`src/rtl/clk_div_prog.sv`:
```
// Programmable clock divider: runtime period/high-time, a 50 %-duty output
// for both even and odd ratios, and a once-per-period tick. New settings are
// staged as "pending" and only take effect at a period boundary, or on the
// next edge while the divider is disabled.
module clk_div_prog #(
  parameter int WIDTH        = 16,
  parameter int DEFAULT_DIV  = 32,
  parameter int DEFAULT_HIGH = 16
) (
  input  logic             clk,
  input  logic             rst,
  input  logic             en,
  input  logic             load,
  input  logic [WIDTH-1:0] div_val,
  input  logic [WIDTH-1:0] high_val,
  output logic             clk_out,
  output logic             clk_out_50,
  output logic             tick,
  output logic             pend,
  output logic             err
);

  localparam logic [WIDTH-1:0] DIV_RST  = WIDTH'(DEFAULT_DIV);
  localparam logic [WIDTH-1:0] HIGH_RST = WIDTH'(DEFAULT_HIGH);
  localparam logic [WIDTH-1:0] ONE      = WIDTH'(1);
  localparam logic [WIDTH-1:0] TWO      = WIDTH'(2);

  logic [WIDTH-1:0] cnt_q, cnt_d;
  logic [WIDTH-1:0] div_q, div_d;
  logic [WIDTH-1:0] high_q, high_d;
  logic [WIDTH-1:0] pdiv_q, pdiv_d;
  logic [WIDTH-1:0] phigh_q, phigh_d;
  logic             pend_q, pend_d;
  logic             err_q, err_d;
  logic             clk_out_q, clk_out_d;
  logic             tick_q, tick_d;
  logic             p50_q, p50_d;
  logic             n50_q;

  logic             wrap;
  logic [WIDTH:0]   half_d;

  // Last legal count of the period; >= keeps the counter safe if it ever
  // sits beyond a freshly shortened period.
  assign wrap   = (cnt_q >= (div_q - ONE));
  // ceil(div/2), one bit wider so the +1 cannot overflow.
  assign half_d = ({1'b0, div_d} + {{WIDTH{1'b0}}, 1'b1}) >> 1;

  // Next-state: counting, boundary apply, disabled apply and load capture.
  always_comb begin
    cnt_d     = cnt_q;
    div_d     = div_q;
    high_d    = high_q;
    pdiv_d    = pdiv_q;
    phigh_d   = phigh_q;
    pend_d    = pend_q;
    err_d     = err_q;
    clk_out_d = clk_out_q;
    tick_d    = 1'b0;
    p50_d     = p50_q;

    if (en) begin
      if (wrap) begin
        cnt_d  = '0;
        tick_d = 1'b1;
        if (pend_q) begin
          div_d  = pdiv_q;
          high_d = phigh_q;
          pend_d = 1'b0;
        end
      end else begin
        cnt_d = cnt_q + ONE;
      end
      // Outputs follow the count being entered, using any just-applied setting.
      clk_out_d = (cnt_d < high_d);
      p50_d     = ({1'b0, cnt_d} < half_d);
    end else if (pend_q) begin
      // Disabled: apply immediately and park at the end of the new period so
      // the next enabled edge starts a clean period.
      div_d     = pdiv_q;
      high_d    = phigh_q;
      pend_d    = 1'b0;
      cnt_d     = pdiv_q - ONE;
      clk_out_d = 1'b0;
      p50_d     = 1'b0;
    end

    // Loads are evaluated after the apply so a same-edge load stays pending.
    if (load) begin
      if (div_val >= TWO) begin
        pdiv_d  = div_val;
        phigh_d = (high_val > (div_val - ONE)) ? (div_val - ONE) : high_val;
        pend_d  = 1'b1;
        err_d   = 1'b0;
      end else begin
        err_d = 1'b1;
      end
    end
  end

  // Rising-edge state register with asynchronous active-low reset.
  always_ff @(posedge clk or negedge rst) begin
    if (!rst) begin
      cnt_q     <= DIV_RST - ONE;
      div_q     <= DIV_RST;
      high_q    <= HIGH_RST;
      pdiv_q    <= DIV_RST;
      phigh_q   <= HIGH_RST;
      pend_q    <= 1'b0;
      err_q     <= 1'b0;
      clk_out_q <= 1'b0;
      tick_q    <= 1'b0;
      p50_q     <= 1'b0;
    end else begin
      cnt_q     <= cnt_d;
      div_q     <= div_d;
      high_q    <= high_d;
      pdiv_q    <= pdiv_d;
      phigh_q   <= phigh_d;
      pend_q    <= pend_d;
      err_q     <= err_d;
      clk_out_q <= clk_out_d;
      tick_q    <= tick_d;
      p50_q     <= p50_d;
    end
  end

  // Half-cycle delayed copy of p50; ANDing it in trims half a cycle off the
  // high phase so odd ratios come out at exactly 50 %.
  always_ff @(negedge clk or negedge rst) begin
    if (!rst) begin
      n50_q <= 1'b0;
    end else begin
      n50_q <= p50_q;
    end
  end

  assign clk_out    = clk_out_q;
  assign clk_out_50 = div_q[0] ? (p50_q & n50_q) : p50_q;
  assign tick       = tick_q;
  assign pend       = pend_q;
  assign err        = err_q;

endmodule

```
`config.mk`:
```
export PLATFORM = sky130hd
export DESIGN_NAME = clk_div_prog
export DESIGN_NICKNAME = d
export VERILOG_FILES = /design/src/rtl/clk_div_prog.sv
export SDC_FILE = /design/constraint.sdc
export NUM_CORES = 1
export LEC_CHECK = 0
export CORE_UTILIZATION = 40
export CTS_BUF_LIST = sky130_fd_sc_hd__clkbuf_8 sky130_fd_sc_hd__clkbuf_16
export CTS_CLUSTER_SIZE = 10
export DETAILED_ROUTE_END_ITERATION = 7
export GPL_TIMING_DRIVEN = 0
export PLACE_DENSITY_LB_ADDON = 0.15
export SLEW_MARGIN = 15
export SYNTH_ARGS = -nofsm -noshare
export SYNTH_HDL_FRONTEND = slang
export SYNTH_SLANG_ARGS = --single-unit
```
`constraint.sdc`:
```
create_clock -name clk -period 8.05 [get_ports clk]
set_clock_uncertainty 0.2 [all_clocks]
set_input_delay 1.2075 -clock clk [delete_from_list [all_inputs] [get_ports clk]]
set_output_delay 1.2075 -clock clk [all_outputs]
set_load 0.05 [all_outputs]
```
# Word level (Yosys, flattened, before mapping)
# Index checks and enable logic that the tools add are counted.
# totals
word_cells	47
in_bits	36
reg_bits	86
out_inout_bits	5
# op_classes
bitwise_logic	1
n_addsub	5
muxes	23
n_reduce_logical	2
n_lt_le_gt_ge	5
# op_table
cell	count
16-bit 2-to-1 mux	12
16-bit by 1-bit subtractor with 16-bit output, second input constant	3
16-bit less-than comparator	2
16-bit by 1-bit adder with 17-bit output, second input constant	1
16-bit by 1-bit adder with 16-bit output, second input constant	1
16-bit >= comparator	1
16-bit by 2-bit >= comparator with 1-bit output, second input constant	1
16-bit greater-than comparator	1
1-bit 2-to-1 mux	11
2-bit AND reduction	1
2-bit nonzero test	1
1-bit bitwise AND	1

# Longest topological paths before layout
# depth
word_depth	7
ltp_mapped	29
mapped_depth_nobuf	26

==> summary.md <==
| Metric | Value |
|---|---|
| Combinational family with the most area after synthesis | simple AND/OR/NAND/NOR gates |
| Initial antenna violation count | 0 |
| Mean Syn Cell Area | 8.66 um2 |
| Vias in the first global route | 5837 |
| Max stage delay on crit path | 0.61 ns |
| Post-route ant nets | 0 |
| WL/cell | 17.9 um |
| Core Region | 16600 um2 |
| CTS tree | done |
| Buf/Inv on CP | 4 |
| Slew HR | 19.8% |
| Clk slew on worst S/H paths | 0.07 ns |
| Reg2Reg Capture Point | p50_q |
| Startpoint class of the critical path | register |
| Largest net degree at the start of global routing | 48 |
| FF-to-FF path depth | 29 |
| Power Dens Cells | 346 nW/um2 |
| Post-route cell area | 7810 um2 |
| Sw frac | 43.4% |
| Leak | 3.28 nW |
| Synth Area in XOR/XNOR | 7.62% |
| Critical-path cell with the highest stage delay | or4_4 |
| Worst EP arrival | 7.42 ns |
| Initial Util | 40.9% |
| Synth Area in Simple Gates | 22.0% |
| Die width | 132 um |
| Share of total power in sequential cells | 27.4% |
| Total wire length | 18900 um |
| Pre-CTS setup slack | 0.628 ns |
| Min-delay src | high_q[12] |
| Number of core rows | 47 |
| TritonCTS Buffers | 9 |
| Maximum VDD drop | 0.125 mV |
| Syn nets | 887 |
| Worst-Margin Slew | 1.19 ns |
| Min Hold Slack | 0.304 ns |
| Share of cells above drive strength 1 | 8.33% |
| # fillers | 1654 |
| Worst hold path type | reg -> reg |
| Sequential-to-total area share from yosys stat | 31.9% |
| Gr usage total | 22.3% |
| Ys flop type | dfrtp_1 |
| Period utilisation layout | 91.5% |
| Clock power share | 17.3% |
| Final nets | 939 |
| Vias/cell | 5.57 |
| Later-pin clock latency in the skew report | 0.34 ns |
| Worst EP required | 8.10 ns |
| IO Port Bufs | 40 |
| DR vias | 5902 |
| Setup CP Type | reg -> reg |
| Drt drc | 0 |
| Initial DRT Pass Iterations | 4 |
| Flip-flop and latch count after synthesis | 86 |
| Gr ovfl total | 0 |
| Internal power | 1.53 mW |
| Max clock buf depth | 2 |
| Antenna cell count | 0 |
| Post-synthesis async set-or-reset flop share | 100% |
| CTS root buffer | clkbuf_16 |
| Die Y | 132 um |
| YS warnings | 0 |
| Synth Area in Compound Gates | 14.2% |
| Highest Clock Rate | 136 MHz |
| Final setup fails | 0 |
| NetSw | 1.17 mW |
| Final setup margin | 0.685 ns |
| Synth Instances | 783 |
| Placed cell areas | 7480 um2 |
| RePlAce Congestion | 0.893 |
| Final Power | 2.70 mW |
| RSZ-0062 raised after global routing | false |
| Die area | 17500 um2 |
| Max-cap violations | 0 |
| Initial DRC count | 352 |
| Worst path depth | 29 |
| CTS Sinks | 86 |
| Worst hold path endpoint | high_q[12] |
| Crit path from | div_q[2] |
| Max-slew violations | 0 |
| Reg2reg start | div_q[2] |
| Min Tclk post-route | 7.37 ns |
| Hold Fails Final Rpt | 0 |
| Non-filler instance count after layout | 1060 |
| Register-to-register setup slack | 0.68 ns |
| CP top delay family | simple AND/OR/NAND/NOR gates |
| Global-route wire length before repair | 30500 um |
| Placed Instances | 1044 |
| Post-CTS Setup Inserts | 0 |
| Worst Setup End Kind | register |
| Outcome | complete, no violations |
| Hold buffers post-CTS | 0 |
| Area of the multi-input gates | 4370 um2 |
| Crit-path max FO | 10 |
| Gates resized, CTS repair | 0 |
| Reg area | 2160 um2 |
| Synthesized area | 6780 um2 |
| Worst Hold Depth | 1 |
| P&R area growth vs syn | 15.1% |
| Yosys cell types | 59 |
| H-Tree Depth | 3 |
| Comb power frac | 55.2% |
| Hpwl dp | 15400 um |
| Post-synthesis mux area share | 8.02% |
| I/O pins | 41 |
| Adder-Cell Fraction of Synth Area | 12.5% |
| Post-synth EDFFs | 0 |
-- layout make-up --
| cell class | instances | share of cell area (%) |
|---|---|---|
| clock inverters | 6 | 1.19 |
| flip-flops and latches | 86 | 27.7 |
| repair buffers | 41 | 5.35 |
| well taps | 220 | 3.53 |
| clock buffers | 10 | 3.06 |
| plain buffers | 39 | 2.36 |
| inverters | 18 | 0.865 |
| multi-input cells | 640 | 56.0 |
-- cells in the mapped netlist, types with 2 or more instances --
master,count,share of area (%)
xor2_1,23,3.0
or4_1,3,0.33
a31oi_1,16,1.5
clkbuf_1,30,1.7
mux2_2,27,4.5
nand2b_1,8,0.74
nor2b_1,8,0.74
nor3_1,26,1.9
dfstp_2,9,3.5
o21ai_0,39,2.9
nand2_1,112,6.2
a21oi_1,32,2.4
dfrtp_1,76,28
inv_1,17,0.94
or3_1,8,0.74
o31a_1,13,1.7
or2_2,2,0.18
buf_4,3,0.33
nand3b_1,4,0.44
nand3_1,54,4.0
a21o_1,14,1.5
buf_1,2,0.11
mux2i_1,24,3.5
a22o_1,2,0.26
a311o_1,3,0.44
nand4_1,14,1.3
and2_1,6,0.55
xnor2_1,36,4.6
buf_2,2,0.15
nor2_1,54,3.0
nor4_1,10,0.92
a211oi_1,2,0.22
ha_1,68,13
and3_1,4,0.37
o21a_1,5,0.55
a41oi_1,2,0.26
a211o_1,3,0.39
-- worst max path at each step --
stage,slack [ns],endpoint
floorplan,1.85,clk_out_50
global placement,-1.46,n50_q
detailed placement,0.63,p50_q
CTS,0.59,p50_q
global route,0.22,p50_q
finish,0.68,p50_q
-- metrics by stage --
step | utilization, % | TNS, ns
after floorplan | - | 0
after global placement | 45.0 | -1.46
after detailed placement | 45.1 | 0
after CTS | 47.1 | 0
after global routing | 47.1 | 0
final | 47.1 | 0
-- sequential cells by signal, summed over array words and instances, names as in the netlist --
signal,flops
clk_out,1
cnt_q,16
div_q,16
err,1
high_q,16
n50_q,1
p50_q,1
pdiv_q,16
pend,1
phigh_q,16
tick,1
-- per-layer routing --
layer | up-vias | global-route usage [%] | wire [um]
li1 | 2919 | - | -
met2 | 141 | 38.5 | 9250
met4 | 0 | 6.96 | 374
met5 | - | 0 | 0
met1 | 2812 | 28.9 | 8700
met3 | 30 | 2.81 | 614
-- cells by family (layout without fill, tap and decap cells) --
kind of cell / count (synthesis) / after routing
simple gates: 317 / 317
compound gates: 145 / 145
flops: 86 / 86
fa+ha+maj: 68 / 68
xor+xnor: 59 / 59
buf+inv: 57 / 114
mux: 51 / 51
-- worst reg2reg max path, delay by kind of cell, from the launching register on --
kind,cells,cell delay (ns)
AO/OA/AOI/OAI,9,1.97
adder cells (fa/ha/maj),3,0.88
AND/OR/NAND/NOR,10,2.40
flip-flops,1,0.36
multiplexers,1,0.30
XOR/XNOR,2,0.34
buffers and inverters,4,0.83
-- power by group through the flow --
| stage | logic (mW) | clock network [mW] | registers [mW] |
|---|---|---|---|
| final | 1.49 | 0.469 | 0.741 |
| after global routing | 1.68 | 0.494 | 0.761 |
| after CTS | 1.51 | 0.476 | 0.739 |
| after detailed placement | 1.50 | 0 | 0.748 |
| after global placement | 1.46 | 0 | 0.739 |
| after floorplan | 1.10 | 0 | 0.717 |
-- cell usage in the layout, fill, tap and decap left out, types with 3 or more instances in the layout --
master           count
nand2_1            112
dfrtp_1             76
ha_1                68
nor2_1              54
nand3_1             54
o21ai_0             39
clkdlybuf4s50_1     39
xnor2_1             36
a21oi_1             32
clkbuf_1            30
mux2_2              27
nor3_1              26
mux2i_1             24
xor2_1              23
inv_1               17
a31oi_1             16
nand4_1             14
a21o_1              14
o31a_1              13
nor4_1              10
clkbuf_16            9
dfstp_2              9
nand2b_1             8
or3_1                8
nor2b_1              8
and2_1               6
o21a_1               5
nand3b_1             4
buf_4                4
and3_1               4
or4_1                3
a211o_1              3
a311o_1              3
(Power assumes the default switching activity.)
